[src/rtl/multdiv_pkg.sv]
// Shared constants and types for the multicycle multiply/divide sequencer.
package multdiv_pkg;

    localparam int unsigned MD_WIDTH = 32;
    localparam int unsigned MD_ITERS = 32;
    localparam int unsigned CNT_W    = 5;
    localparam int unsigned OP_W     = 5;

    localparam logic [OP_W-1:0] ALU_ADD = 5'b00000;
    localparam logic [OP_W-1:0] ALU_SUB = 5'b00001;

    typedef enum logic [2:0] {
        ST_IDLE = 3'd0,
        ST_NEGA = 3'd1,
        ST_NEGB = 3'd2,
        ST_ITER = 3'd3,
        ST_FIX  = 3'd4,
        ST_DONE = 3'd5
    } state_e;

endpackage

[src/rtl/multdiv_iter_step.sv]
// One shift-add multiply or restoring divide step, using the shared ALU's result.
module multdiv_iter_step
    import multdiv_pkg::*;
#(
    parameter int unsigned WIDTH = MD_WIDTH
) (
    input  logic             is_div_i,
    input  logic [WIDTH-1:0] hi_i,
    input  logic [WIDTH-1:0] lo_i,
    input  logic             mcand_msb_i,
    input  logic [WIDTH-1:0] divisor_i,
    input  logic [WIDTH-1:0] alu_result_i,
    output logic [WIDTH-1:0] hi_o,
    output logic [WIDTH-1:0] lo_o
);

    logic             carry;
    logic [WIDTH-1:0] rem_sh;
    logic             borrow;

    // Carry out of hi + |A|, recovered from the operand and sum MSBs.
    assign carry  = (hi_i[WIDTH-1] & mcand_msb_i)
                  | ((hi_i[WIDTH-1] | mcand_msb_i) & ~alu_result_i[WIDTH-1]);
    assign rem_sh = {hi_i[WIDTH-2:0], lo_i[WIDTH-1]};
    // The bit shifted out of R acts as the 33rd bit of the partial remainder.
    assign borrow = ~hi_i[WIDTH-1] & (rem_sh < divisor_i);

    always_comb begin
        hi_o = hi_i;
        lo_o = lo_i;
        if (is_div_i) begin
            if (!borrow) begin
                hi_o = alu_result_i;
                lo_o = {lo_i[WIDTH-2:0], 1'b1};
            end else begin
                hi_o = rem_sh;
                lo_o = {lo_i[WIDTH-2:0], 1'b0};
            end
        end else if (lo_i[0]) begin
            hi_o = {carry, alu_result_i[WIDTH-1:1]};
            lo_o = {alu_result_i[0], lo_i[WIDTH-1:1]};
        end else begin
            hi_o = {1'b0, hi_i[WIDTH-1:1]};
            lo_o = {hi_i[0], lo_i[WIDTH-1:1]};
        end
    end

endmodule

[src/rtl/multdiv_sequencer.sv]
// Multicycle signed multiply/divide controller that borrows the execute-stage ALU
// while busy; fixed 36-cycle latency from start to the ready pulse.
module multdiv_sequencer
    import multdiv_pkg::*;
#(
    parameter int unsigned WIDTH = MD_WIDTH,
    parameter int unsigned ITERS = MD_ITERS
) (
    input  logic             clock,
    input  logic             reset,
    input  logic             ctrl_MULT,
    input  logic             ctrl_DIV,
    input  logic [WIDTH-1:0] data_operandA,
    input  logic [WIDTH-1:0] data_operandB,
    output logic [WIDTH-1:0] alu_operandA,
    output logic [WIDTH-1:0] alu_operandB,
    output logic [OP_W-1:0]  alu_opcode,
    output logic [4:0]       alu_shamt,
    input  logic [WIDTH-1:0] alu_result,
    output logic [WIDTH-1:0] data_result,
    output logic             data_exception,
    output logic             data_resultRDY,
    output logic             busy
);

    localparam logic [CNT_W-1:0] LAST_CNT = CNT_W'(ITERS - 1);
    localparam logic [WIDTH-1:0] MIN_NEG  = {1'b1, {(WIDTH-1){1'b0}}};

    state_e           state_q, state_d;
    logic [CNT_W-1:0] cnt_q, cnt_d;
    logic [WIDTH-1:0] a_q, a_d;
    logic [WIDTH-1:0] b_q, b_d;
    logic [WIDTH-1:0] hi_q, hi_d;
    logic [WIDTH-1:0] lo_q, lo_d;
    logic             is_div_q, is_div_d;
    logic             sign_q, sign_d;
    logic             dbz_q, dbz_d;
    logic [WIDTH-1:0] result_q, result_d;
    logic             exc_q, exc_d;
    logic             rdy_q, rdy_d;
    logic             busy_q, busy_d;
    logic [WIDTH-1:0] alu_a_q, alu_a_d;
    logic [WIDTH-1:0] alu_b_q, alu_b_d;
    logic [OP_W-1:0]  alu_op_q, alu_op_d;
    logic [WIDTH-1:0] step_hi, step_lo;

    multdiv_iter_step #(
        .WIDTH(WIDTH)
    ) u_step (
        .is_div_i    (is_div_q),
        .hi_i        (hi_q),
        .lo_i        (lo_q),
        .mcand_msb_i (a_q[WIDTH-1]),
        .divisor_i   (b_q),
        .alu_result_i(alu_result),
        .hi_o        (step_hi),
        .lo_o        (step_lo)
    );

    always_comb begin
        state_d  = state_q;
        cnt_d    = cnt_q;
        a_d      = a_q;
        b_d      = b_q;
        hi_d     = hi_q;
        lo_d     = lo_q;
        is_div_d = is_div_q;
        sign_d   = sign_q;
        dbz_d    = dbz_q;
        result_d = result_q;
        exc_d    = exc_q;
        alu_a_d  = '0;
        alu_b_d  = '0;
        alu_op_d = ALU_ADD;

        case (state_q)
            ST_IDLE: begin
                if (ctrl_MULT || ctrl_DIV) begin
                    state_d  = ST_NEGA;
                    a_d      = data_operandA;
                    b_d      = data_operandB;
                    is_div_d = ~ctrl_MULT;
                    sign_d   = data_operandA[WIDTH-1] ^ data_operandB[WIDTH-1];
                    dbz_d    = ~ctrl_MULT & (data_operandB == '0);
                end
            end
            ST_NEGA: begin
                a_d     = a_q[WIDTH-1] ? alu_result : a_q;
                state_d = ST_NEGB;
            end
            ST_NEGB: begin
                b_d     = b_q[WIDTH-1] ? alu_result : b_q;
                hi_d    = '0;
                lo_d    = is_div_q ? a_q : b_d;
                cnt_d   = '0;
                state_d = ST_ITER;
            end
            ST_ITER: begin
                hi_d = step_hi;
                lo_d = step_lo;
                if (cnt_q == LAST_CNT) begin
                    cnt_d   = '0;
                    state_d = ST_FIX;
                end else begin
                    cnt_d = cnt_q + CNT_W'(1);
                end
            end
            ST_FIX: begin
                // alu_result holds 0 - magnitude in this cycle.
                if (is_div_q) begin
                    if (dbz_q) begin
                        result_d = '0;
                        exc_d    = 1'b1;
                    end else if (lo_q[WIDTH-1] && !sign_q) begin
                        result_d = MIN_NEG;
                        exc_d    = 1'b1;
                    end else begin
                        result_d = sign_q ? alu_result : lo_q;
                        exc_d    = 1'b0;
                    end
                end else begin
                    result_d = sign_q ? alu_result : lo_q;
                    exc_d    = (hi_q != '0)
                             | (lo_q[WIDTH-1] & ~(sign_q & (lo_q == MIN_NEG)));
                end
                state_d = ST_DONE;
            end
            ST_DONE: state_d = ST_IDLE;
            default: state_d = ST_IDLE;
        endcase

        // ALU drive is registered, so it is derived from the state being entered.
        case (state_d)
            ST_NEGA: begin
                alu_b_d  = a_d;
                alu_op_d = ALU_SUB;
            end
            ST_NEGB: begin
                alu_b_d  = b_d;
                alu_op_d = ALU_SUB;
            end
            ST_ITER: begin
                if (is_div_d) begin
                    alu_a_d  = {hi_d[WIDTH-2:0], lo_d[WIDTH-1]};
                    alu_b_d  = b_d;
                    alu_op_d = ALU_SUB;
                end else begin
                    alu_a_d  = hi_d;
                    alu_b_d  = a_d;
                    alu_op_d = ALU_ADD;
                end
            end
            ST_FIX: begin
                alu_b_d  = lo_d;
                alu_op_d = ALU_SUB;
            end
            default: ;
        endcase

        rdy_d  = (state_d == ST_DONE);
        busy_d = (state_d != ST_IDLE);
    end

    always_ff @(posedge clock) begin
        if (reset) begin
            state_q  <= ST_IDLE;
            cnt_q    <= '0;
            a_q      <= '0;
            b_q      <= '0;
            hi_q     <= '0;
            lo_q     <= '0;
            is_div_q <= 1'b0;
            sign_q   <= 1'b0;
            dbz_q    <= 1'b0;
            result_q <= '0;
            exc_q    <= 1'b0;
            rdy_q    <= 1'b0;
            busy_q   <= 1'b0;
            alu_a_q  <= '0;
            alu_b_q  <= '0;
            alu_op_q <= ALU_ADD;
        end else begin
            state_q  <= state_d;
            cnt_q    <= cnt_d;
            a_q      <= a_d;
            b_q      <= b_d;
            hi_q     <= hi_d;
            lo_q     <= lo_d;
            is_div_q <= is_div_d;
            sign_q   <= sign_d;
            dbz_q    <= dbz_d;
            result_q <= result_d;
            exc_q    <= exc_d;
            rdy_q    <= rdy_d;
            busy_q   <= busy_d;
            alu_a_q  <= alu_a_d;
            alu_b_q  <= alu_b_d;
            alu_op_q <= alu_op_d;
        end
    end

    assign alu_operandA   = alu_a_q;
    assign alu_operandB   = alu_b_q;
    assign alu_opcode     = alu_op_q;
    assign alu_shamt      = 5'd0;
    assign data_result    = result_q;
    assign data_exception = exc_q;
    assign data_resultRDY = rdy_q;
    assign busy           = busy_q;

endmodule

[config.mk]
export PLATFORM = sky130hd
export DESIGN_NAME = multdiv_sequencer
export DESIGN_NICKNAME = d
export VERILOG_FILES = /design/src/rtl/multdiv_pkg.sv /design/src/rtl/multdiv_iter_step.sv /design/src/rtl/multdiv_sequencer.sv
export SDC_FILE = /design/constraint.sdc
export NUM_CORES = 1
export LEC_CHECK = 0
export ABC_AREA = 1
export BUFFER_PORTS_ARGS = -buffer_cell sky130_fd_sc_hd__buf_2
export CAP_MARGIN = 0
export CORE_MARGIN = 10
export CORE_UTILIZATION = 50
export DETAILED_ROUTE_END_ITERATION = 7
export PLACE_DENSITY = 0.73
export REMOVE_ABC_BUFFERS = 1
export SYNTH_ARGS = -nofsm -noshare
export SYNTH_HDL_FRONTEND = slang
export SYNTH_SLANG_ARGS = --single-unit
[constraint.sdc]
create_clock -name clock -period 3.6 [get_ports clock]
set_input_delay 0.18 -clock clock [delete_from_list [all_inputs] [get_ports clock]]
set_output_delay 0.18 -clock clock [all_outputs]
set_load 0.01 [all_outputs]
# Yosys cells after proc, flatten, opt, wreduce, memory -nomap -nowiden
# Cells that the tools add are included.
dict set report totals {
  reg_bits 243
  in_bits 100
  wordCells 89
  out_inout_bits 109
}
dict set report classes {
  n_bitwise 15
  add_sub_neg 1
  n_reduce_logical 11
  magnitude_cmp 1
  mux 34
  n_eq_ne 11
}
# cell count
set ops {}
lappend ops {{$mux W32} 16}
lappend ops {{$pmux W32 S2} 4}
lappend ops {{$pmux W32 S4} 1}
lappend ops {{$eq A32 B32 Y1 const B} 1}
lappend ops {{$logic_not A32 Y1} 1}
lappend ops {{$lt A32 B32 Y1} 1}
lappend ops {{$reduce_bool A32 Y1} 1}
lappend ops {{$pmux W3 S5} 1}
lappend ops {{$eq A3 B2 Y1 const B} 4}
lappend ops {{$pmux W5 S2} 1}
lappend ops {{$eq A3 B3 Y1 const B} 3}
lappend ops {{$mux W1} 7}
lappend ops {{$and A1 B1 Y1} 6}
lappend ops {{$eq A3 B1 Y1 const B} 2}
lappend ops {{$mux W3} 2}
lappend ops {{$add A5 B1 Y5 const B} 1}
lappend ops {{$eq A5 B5 Y1 const B} 1}
lappend ops {{$mux W5} 1}
lappend ops {{$not A1 Y1} 5}
lappend ops {{$logic_not A3 Y1} 1}
lappend ops {{$or A1 B1 Y1} 3}
lappend ops {{$reduce_bool A3 Y1} 1}
lappend ops {{$reduce_or A3 Y1} 1}
lappend ops {{$pmux W1 S2} 1}
lappend ops {{other kinds (7)} 7}

# Logic depth before layout (Yosys ltp)
# Gate-level depths: netlist of run 1.
dict set report logic_depth {
  ltp_word 7
  depth_mapped 20
  depth_no_buf 19
}

# Hierarchy
# From an unflattened synthesis of run 1, not the netlist that was laid out.
dict set report hier_totals {
  cells_unflattened 2391
  area_unflattened_um2 14501.4
}
# mod n_inst area_each_um2 seq_area_each_um2 cells_per_inst
set modules_own_cells {}
lappend modules_own_cells {multdiv_sequencer 1 12039.0 4784.6 1892}
lappend modules_own_cells {multdiv_iter_step 1 2462.4 0.0 499}

# Worst setup path before layout of run 1
# No wires, ideal clock.
dict set report synth_timing {
  path_type {reg-to-reg}
  startpoint {register b_q[31]}
  endpoint {register alu_a_q[7], in the netlist alu_operandA[7]}
  t_required_ns 3.488
  path_buffers 3
  setup_ns 0.112
  setup_slack_ns 1.034
  arrival_time_ns 2.454
  stages_incl_launch_ff 17
  period_less_slack_ns 2.566
  path_cell_list {dfxtp_1 -> clkbuf_1 -> clkbuf_1 -> inv_1 -> ha_1 -> nand2_1 -> o21bai_1 -> nand4_1 -> nor2_1 -> clkbuf_1 -> nand3_1 -> nand3_1 -> nand2_1 -> nand2_1 -> nand2_1 -> nor2_1 -> nor2_1}
}
dict set report synth_between {
  elab_chain_len 6
}
# element line_no
set synth_lines {}
lappend synth_lines {{start, declared} multdiv_sequencer.sv:32} ;# logic [WIDTH-1:0] b_q, b_d;
lappend synth_lines {{start signal, assigned} multdiv_sequencer.sv:169} ;# b_q <= '0;
lappend synth_lines {{start signal, assigned} multdiv_sequencer.sv:186} ;# b_q <= b_d;
lappend synth_lines {{$lt A32 B32 Y1} multdiv_iter_step.sv:26} ;# assign borrow = ~hi_i[WIDTH-1] & (rem_sh < divisor_i);
lappend synth_lines {{$and A1 B1 Y1} multdiv_iter_step.sv:26}
lappend synth_lines {{$mux W32} multdiv_iter_step.sv:32} ;# if (!borrow) begin
lappend synth_lines {{$mux W32} multdiv_iter_step.sv:31} ;# if (is_div_i) begin
lappend synth_lines {{$pmux W32 S2} multdiv_sequencer.sv:76} ;# case (state_q)
lappend synth_lines {{$mux W32} multdiv_sequencer.sv:143} ;# if (is_div_d) begin
lappend synth_lines {{end signal, assigned} multdiv_sequencer.sv:196} ;# alu_a_q <= alu_a_d;
lappend synth_lines {{end, declared} multdiv_sequencer.sv:42} ;# logic [WIDTH-1:0] alu_a_q, alu_a_d;
# No other way between the ends.
# A chain may end at the register's enable or synchronous reset.

# Worst setup path in the final report of run 1
dict set report layout_timing {
  startpoint {register state_q[2]}
  endpoint {register alu_b_q[0], in the netlist alu_operandB[0]}
}
dict set report layout_between {
  elab_chain_len 4
  elab_cells_between_ends 18
  classes_between {eq/ne: 8; mux: 9; reduce/logical: 1}
}
# element line_no
set layout_lines {}
lappend layout_lines {{start, declared} multdiv_sequencer.sv:29} ;# state_e state_q, state_d;
lappend layout_lines {{start signal, assigned} multdiv_sequencer.sv:183} ;# state_q <= state_d;
lappend layout_lines {{$eq A3 B3 Y1 (tied with other cells)} multdiv_sequencer.sv:76}
lappend layout_lines {{$pmux W3 S5 (tied with other cells)} multdiv_sequencer.sv:76}
lappend layout_lines {{$eq A3 B3 Y1 (tied with other cells)} multdiv_sequencer.sv:133} ;# case (state_d)
lappend layout_lines {{$pmux W32 S4 *} multdiv_sequencer.sv:133}
lappend layout_lines {{end signal, assigned} multdiv_sequencer.sv:197} ;# alu_b_q <= alu_b_d;
lappend layout_lines {{end, declared} multdiv_sequencer.sv:43} ;# logic [WIDTH-1:0] alu_b_q, alu_b_d;
# Every way passes the cells marked *; elsewhere a longest branch is shown, timed or not.

==> results of run 1 <==
-- synth_stat cells, types with 2 or more instances --
cell type / count
inv_1: 194
nor2_1: 252
nor4_1: 23
nand2_1: 497
clkinv_1: 5
o21a_1: 3
a31oi_1: 3
a221oi_1: 18
buf_2: 21
a21oi_1: 181
a22o_1: 4
a22oi_1: 12
buf_1: 8
o2111ai_1: 3
o221ai_1: 38
clkbuf_1: 109
a32oi_1: 12
o22ai_1: 17
ha_1: 33
o311ai_0: 4
nor2_2: 2
nor2_4: 2
o21ai_0: 155
xor2_1: 2
a21oi_2: 2
a211oi_1: 25
o21ai_1: 10
buf_4: 10
o31ai_1: 5
nor3_1: 5
dfxtp_1: 239
nand4_1: 17
inv_2: 11
nand3_1: 131
-- final timing paths --
path	cells after the start	end
max	12	alu_operandB[0]$_SDFF_PP0_
min	5	a_q[3]$_SDFF_PP0_
max reg2reg	12	alu_operandB[0]$_SDFF_PP0_
min reg2reg	2	data_result[22]$_SDFFE_PP0P_
-- layout make-up --
class	instances	share of cell area [%]
antenna	1	0.0160
clock buffer	43	5.56
clock inverter	6	0.704
inverter	210	5.04
multi-input combinational	1473	46.2
sequential	239	30.6
tap	335	2.68
timing repair buffer	254	9.20
-- sequential cells by signal, summed over array words and instances, names as in the netlist --
| register | flops |
|---|---|
| a_q | 32 |
| alu_operandA | 32 |
| alu_operandB | 32 |
| b_q | 32 |
| data_result | 32 |
| hi_q | 32 |
| lo_q | 32 |
| cnt_q | 5 |
| state_q | 3 |
| alu_opcode | 1 |
| busy | 1 |
| data_exception | 1 |
| data_resultRDY | 1 |
| dbz_q | 1 |
| is_div_q | 1 |
| sign_q | 1 |
-- worst register-to-register path, stage by stage, from the launching register on --
cell     delay (ns)
dfxtp_1        0.34
nor2_2         0.13
inv_2          0.11
nor2_4         0.47
inv_2          0.23
nor2_1         0.22
o22ai_4        0.11
a21oi_2        0.75
inv_2          0.53
nand2_1        0.16
o21ai_0        0.08
a21oi_1        0.13
nor2_1         0.05
-- cells by family after synthesis --
| kind of cell | count (synthesis) | synth area share (%) |
|---|---|---|
| buf+inv | 358 | 10.5 |
| compound gates | 495 | 22.0 |
| fa+ha+maj | 33 | 3.09 |
| simple gates | 933 | 28.5 |
| xor+xnor | 2 | 0.131 |
| flops | 239 | 35.8 |
| other cells | 1 | 0.0280 |
-- metrics by stage --
stage	total power [mW]	hold WS [ns]
6_report	9.59	0.0155
5_1_grt	9.98	0.0363
4_1_cts	9.45	0.00123
3_5_place_dp	6.44	0.452
3_3_place_gp	6.40	0.449
2_1_floorplan	5.13	0.249
-- power breakdown --
group	switching [mW]	total, mW	internal [mW]
clock network	1.16	3.02	1.86
registers	0.236	3.19	2.96
logic	2.38	3.38	0.994
-- routing by layer --
layer	vias up	routed length, um	track usage (%)
li1	7157	-	-
met1	7086	21200	38.8
met2	1059	24200	48.7
met3	199	6640	6.68
met4	0	2760	16.4
met5	-	0	0
-- timing repair --
item,4_1_cts,5_1_grt
buffers inserted,0,0
endpoints found under the setup margin,0,23
endpoints found under the hold margin,6,0
hold buffers,6,0
==> key figures, run 1 <==
Timing
  • PnR worst setup slack: 0.158 ns
  • Final Critical Period: 3.44 ns
  • Final Cycle Share: 95.6%
  • Final setup viols: 0
  • Final hold violations: 0
  • Maximum clock rate: slightly below 0.3 GHz
  • Worst Tran Pin Value: 1.28 ns
  • RSZ-0062 raised after global routing: false
  • Total negative slack: 0 ns
  • Slew HR: approximately 15%
  • Max Slew Vio Count: 0
  • Clk_skew: 0.0200 ns

Drt
  • DRT iter0 DRCs: a little under 2000
  • Vias per cell: slightly above 6
  • Router iterations before antenna repair: 6
  • DR DRC count: 0
  • WL final: between 50000 and 60000 um
  • Wirelength per Cell: 21.4 um
  • Via count: between 15000 and 20000
  • Post-DRT Antenna Nets: 0

Cells and area
  • Non-Filler Cell Area, Final: about 0.016 mm2
  • Fillers: about 2500
  • Register Area: ~0.0048 mm2
  • Leading cell type in the layout, fill and taps excluded: nand2_1
  • Multi-input gate area: around 0.0072 mm2
  • Final core occ: 59.7%
  • Commonest cells after routing, fill and taps aside: nand2_1 (497), nor2_1 (248), dfxtp_1 (237), buf_2 (198), inv_1 (194)
  • Post-route insts no fill: 2561
  • Layout Nets: approximately 2300
  • Share of cells above drive strength 1: approximately 14%
  • Area Overhead vs Synth: 17.0%

Global route
  • Total track usage: around 30%
  • Initial antenna violation count: 0
  • Total gr overflow: 0
  • First-pass GRT wire length: about 83000 um
  • Vias in the first global route: ~15000
  • Largest net degree at the start of global routing: 146

Setup path
  • Setup crit end kind: register
  • CP Launch Type: register
  • Critical Path Source: state_q[2]$_SDFF_PP0_
  • Slowest cell on crit path: a21oi_2
  • Worst path bufs/invs: 3
  • WS Path Type: register to register
  • CP Data Required Time: approximately 4.0 ns
  • Slowest stage delay, CP: approximately 0.75 ns
  • Cell family with most CP delay: compound AO/OA/AOI/OAI gates
  • Worst R2R Setup Slack: 0.16 ns
  • Most frequent CP cell: inv_2
  • Critical-path cell list: nor2_2 -> inv_2 -> nor2_4 -> inv_2 -> nor2_1 -> o22ai_4 -> a21oi_2 -> inv_2 -> nand2_1 -> o21ai_0 -> a21oi_1 -> nor2_1
  • Worst R2R Start: state_q[2]$_SDFF_PP0_
  • Max FO, Critical Path: 21
  • Worst Path Arrival: between 3 and 4 ns

Clocking
  • Max H-tree Level: 1
  • Clk_lat worst skew: 0.56 ns
  • Post-CTS sizing: 0
  • Clock buffer count from CTS: 28
  • Max clock buf depth: 3
  • Root Buffer: clkbuf_16
  • Clk slew on worst S/H paths: about 0.060 ns
  • CTS tree: built
  • Sink Count: 239

Hold path
  • Worst Hold Class: input pin to register
  • HP Start: data_operandA[3]

Floorplan
  • Die area: roughly 0.034 mm2
  • Die Span X: between 150 and 200 um
  • # IOs: between 200 and 250
  • Starting Density: approximately 51%
  • Num rows: 59
  • Die Ht: 184 um
  • Core Area: 0.0262 mm2

Place
  • Detailed placement HPWL: roughly 36000 um
  • Placed inst area: around 0.015 mm2
  • PortBufs: 199
  • Cells after DPL: roughly 2500
  • GP Congestion: roughly 0.95
  • Worst slack, placed: slightly below 0.05 ns

Power
  • Pleak: 7.18 nW
  • Pwr dens: 613 mW/mm2
  • Maximum vdd drop: just under 400 uV

Logic synthesis
  • Mapped Cells: about 2100
  • Top cells by area, synth: dfxtp_1 (36%), nand2_1 (14%), nor2_1 (7.1%)
  • Yosys top cell by area: dfxtp_1
  • Share of the synthesized area in the top cell type: 35.8%
  • Register area share after synthesis: around 36%
  • Fraction of registers with async set or reset after synthesis: 0%
  • Number of synthesized flops with an enable pin: 0
  • Netlist cell types: between 40 and 50
  • Syn Area/Cell: 6.49 um2
  • Syn Std Cell Area: 0.0134 mm2
  • #FFs+latches synth: 239
  • Top_reg_cell synth: dfxtp_1
  • Ys Warns: 0

Status
  • Status: finished, final reports clean

Flow run
  • Number of max-cap violations: 0
(Power assumes the default switching activity.)
==> inputs of run 2 (changes only) <==
==> constraint.sdc (replaced) <==
create_clock -name clock -period 3.7 [get_ports clock]
set_input_delay 0.185 -clock clock [delete_from_list [all_inputs] [get_ports clock]]
set_output_delay 0.185 -clock clock [all_outputs]
set_load 0.01 [all_outputs]
==> run 2 against run 1 <==
Largest power group unchanged. Sequential power decreased by 4%. Highest routed layer unchanged. Hold slack got worse by 0.0013 ns. Via count increased by 0.29%. Non-clock buffer count decreased by 1. Clock skew decreased by 0.0049 ns. Total power increased by 0.37%.
==> key figures, run 2 (same netlist as run 1, synthesis figures left out) <==
Power
  • Pwr dens: 611 mW/mm2 (-0.31%)
  • Tot Pwr: 9.63 mW (+0.37%)
  • Pleak: 7.24 nW (+0.77%)
  • Maximum vdd drop: 383 uV (-1.7%)

Setup path
  • Worst path bufs/invs: 3 (unchanged)
  • Worst Path Arrival: 3.84 ns (about the same)
  • Slowest stage delay, CP: 0.69 ns (-0.06 ns)
  • CP Launch Type: register
  • Cell family with most CP delay: simple AND/OR/NAND/NOR gates
  • Setup crit end kind: register
  • Critical-path cell list: nor2_2 -> inv_2 -> nor2_4 -> inv_2 -> nor2_1 -> o22ai_4 -> a21oi_2 -> inv_2 -> nand2_1 -> o21ai_0 -> a21oi_1 -> nor2_1
  • Critical Path Source: state_q[2]$_SDFF_PP0_
  • Max FO, Critical Path: 21 (unchanged)
  • Slowest cell on crit path: a21oi_2
  • Worst R2R Start: state_q[2]$_SDFF_PP0_
  • CP Data Required Time: 4.11 ns (+0.11 ns)
  • Most frequent CP cell: inv_2
  • WS Path Type: register to register

Floorplan
  • Core Area: 0.0262 mm2 (unchanged)
  • Die area: 0.0337 mm2 (unchanged)
  • Die Span X: 184 um (unchanged)
  • # IOs: 209 (unchanged)
  • Die Ht: 184 um (unchanged)
  • Starting Density: 51.0% (unchanged)
  • Num rows: 59 (unchanged)

Flow run
  • Number of max-cap violations: 0 (unchanged)

Global route
  • Total track usage: 30.8% (-0.082 points)
  • Largest net degree at the start of global routing: 71 (-51%)
  • Initial antenna violation count: 0 (unchanged)
  • Total gr overflow: 0 (unchanged)
  • Vias in the first global route: 14600 (-2.3%)
  • First-pass GRT wire length: 82700 um (-0.28%)

Drt
  • Post-DRT Antenna Nets: 0 (unchanged)
  • DRT iter0 DRCs: 2184 (+11%)
  • Vias per cell: 6.07 (+0.25%)
  • Wirelength per Cell: 21.3 um (-0.61%)
  • Via count: 15500 (+0.29%)
  • DR DRC count: 0 (unchanged)
  • WL final: 54500 um (-0.57%)
  • Router iterations before antenna repair: 6 (unchanged)

Cells and area
  • Non-Filler Cell Area, Final: 0.0158 mm2 (+0.68%)
  • Area Overhead vs Synth: 17.8%
  • N_diodes: 0 (-1)
  • Layout Nets: 2338 (-0.043%)
  • Leading cell type in the layout, fill and taps excluded: nand2_1
  • Commonest cells after routing, fill and taps aside: nand2_1 (497), nor2_1 (248), dfxtp_1 (237), buf_2 (198), inv_1 (194)
  • Share of cells above drive strength 1: 14.5% (+0.21 points)

Clocking
  • Clk_lat worst skew: 0.55 ns (about the same)
  • Post-CTS sizing: 0 (unchanged)
  • Clock buffer count from CTS: 28 (unchanged)
  • Clk slew on worst S/H paths: 0.06 ns (about the same)
  • Root Buffer: clkbuf_16
  • CTS tree: built
  • Setup bufs post-CTS: 0 (unchanged)
  • Sink Count: 239 (unchanged)
  • Max H-tree Level: 1 (unchanged)
  • Max clock buf depth: 3 (unchanged)

Timing
  • Maximum clock rate: 0.292 GHz (+0.42%)
  • Worst hold slack: 0.0142 ns (-0.00128 ns)
  • PnR worst setup slack: 0.272 ns (+0.114 ns)
  • RSZ-0062 raised after global routing: false
  • Slew HR: 20.6% (+5.7 points)
  • Total negative slack: 0 ns (unchanged)
  • Clk_skew: 0.0151 ns (-0.00489 ns)
  • Final Critical Period: 3.43 ns (-0.0145 ns)
  • Final setup viols: 0 (unchanged)
  • Worst Tran Pin Value: 1.19 ns (-0.0858 ns)
  • Max Slew Vio Count: 0 (unchanged)
  • Final hold violations: 0 (unchanged)
  • Final Cycle Share: 92.6% (-3.0 points)

Hold path
  • Worst Hold Class: input pin to register
  • HP Start: data_operandA[18]

Place
  • PortBufs: 199 (unchanged)
  • Worst slack, placed: 0.152 ns (+0.102 ns)
  • Placed inst area: 0.0146 mm2 (-0.10%)
  • GP Congestion: 0.941 (-0.70%)
  • Detailed placement HPWL: 35600 um (-1.1%)

Status
  • Status: finished, final reports clean
[run 2: what timing repair did]
action,CTS,global route
hold buffers,7,0
setup endpoints to repair,0,25
hold endpoints to repair,13,0
[run 2: metal layers]
metal  up-vias  track usage [%]  wire length, um
met5         -                0                0
met4         0             13.9             2620
met3       212             5.51             6580
met2      1108             48.8            23800
met1      7061             40.0            21500
li1       7165                -                -
[run 2: final cells by class]
class / count / area [um2]
fill: 2518 / 10500
multi-input combinational: 1473 / 7230
sequential: 239 / 4790
timing repair buffer: 253 / 1430
clock buffer: 38 / 841
inverter: 210 / 788
tap: 335 / 419
clock inverter: 14 / 253
[run 2: power breakdown]
group | total (mW) | leakage [nW] | internal [mW] | switching (mW)
registers | 3.07 | 1.95 | 2.88 | 0.194
logic | 3.31 | 4.76 | 0.970 | 2.34
clock network | 3.25 | 0.530 | 2.07 | 1.17
total | 9.63 | 7.24 | 5.92 | 3.71
[run 2: worst paths after layout]
path                             endpoint  slack [ns]  cells past startpoint
max reg2reg    alu_operandB[0]$_SDFF_PP0_        0.27                     12
min                    a_q[18]$_SDFF_PP0_        0.01                      5
min reg2reg  data_result[24]$_SDFFE_PP0P_        0.46                      2
max            alu_operandB[0]$_SDFF_PP0_        0.27                     12
[run 2: per-stage QoR]
stage	instances	utilization, %
CTS	2561	60.1
finish	2562	60.1
floorplan	1921	-
detailed placement	2502	55.6
global placement	2502	55.6
global route	2562	60.1
[run 2: tightest hold or removal path: stages]
cell and delay, ns:
buf_2 0.08, a32oi_1 0.10, nand2_1 0.07, nand2_1 0.05, inv_1 0.04
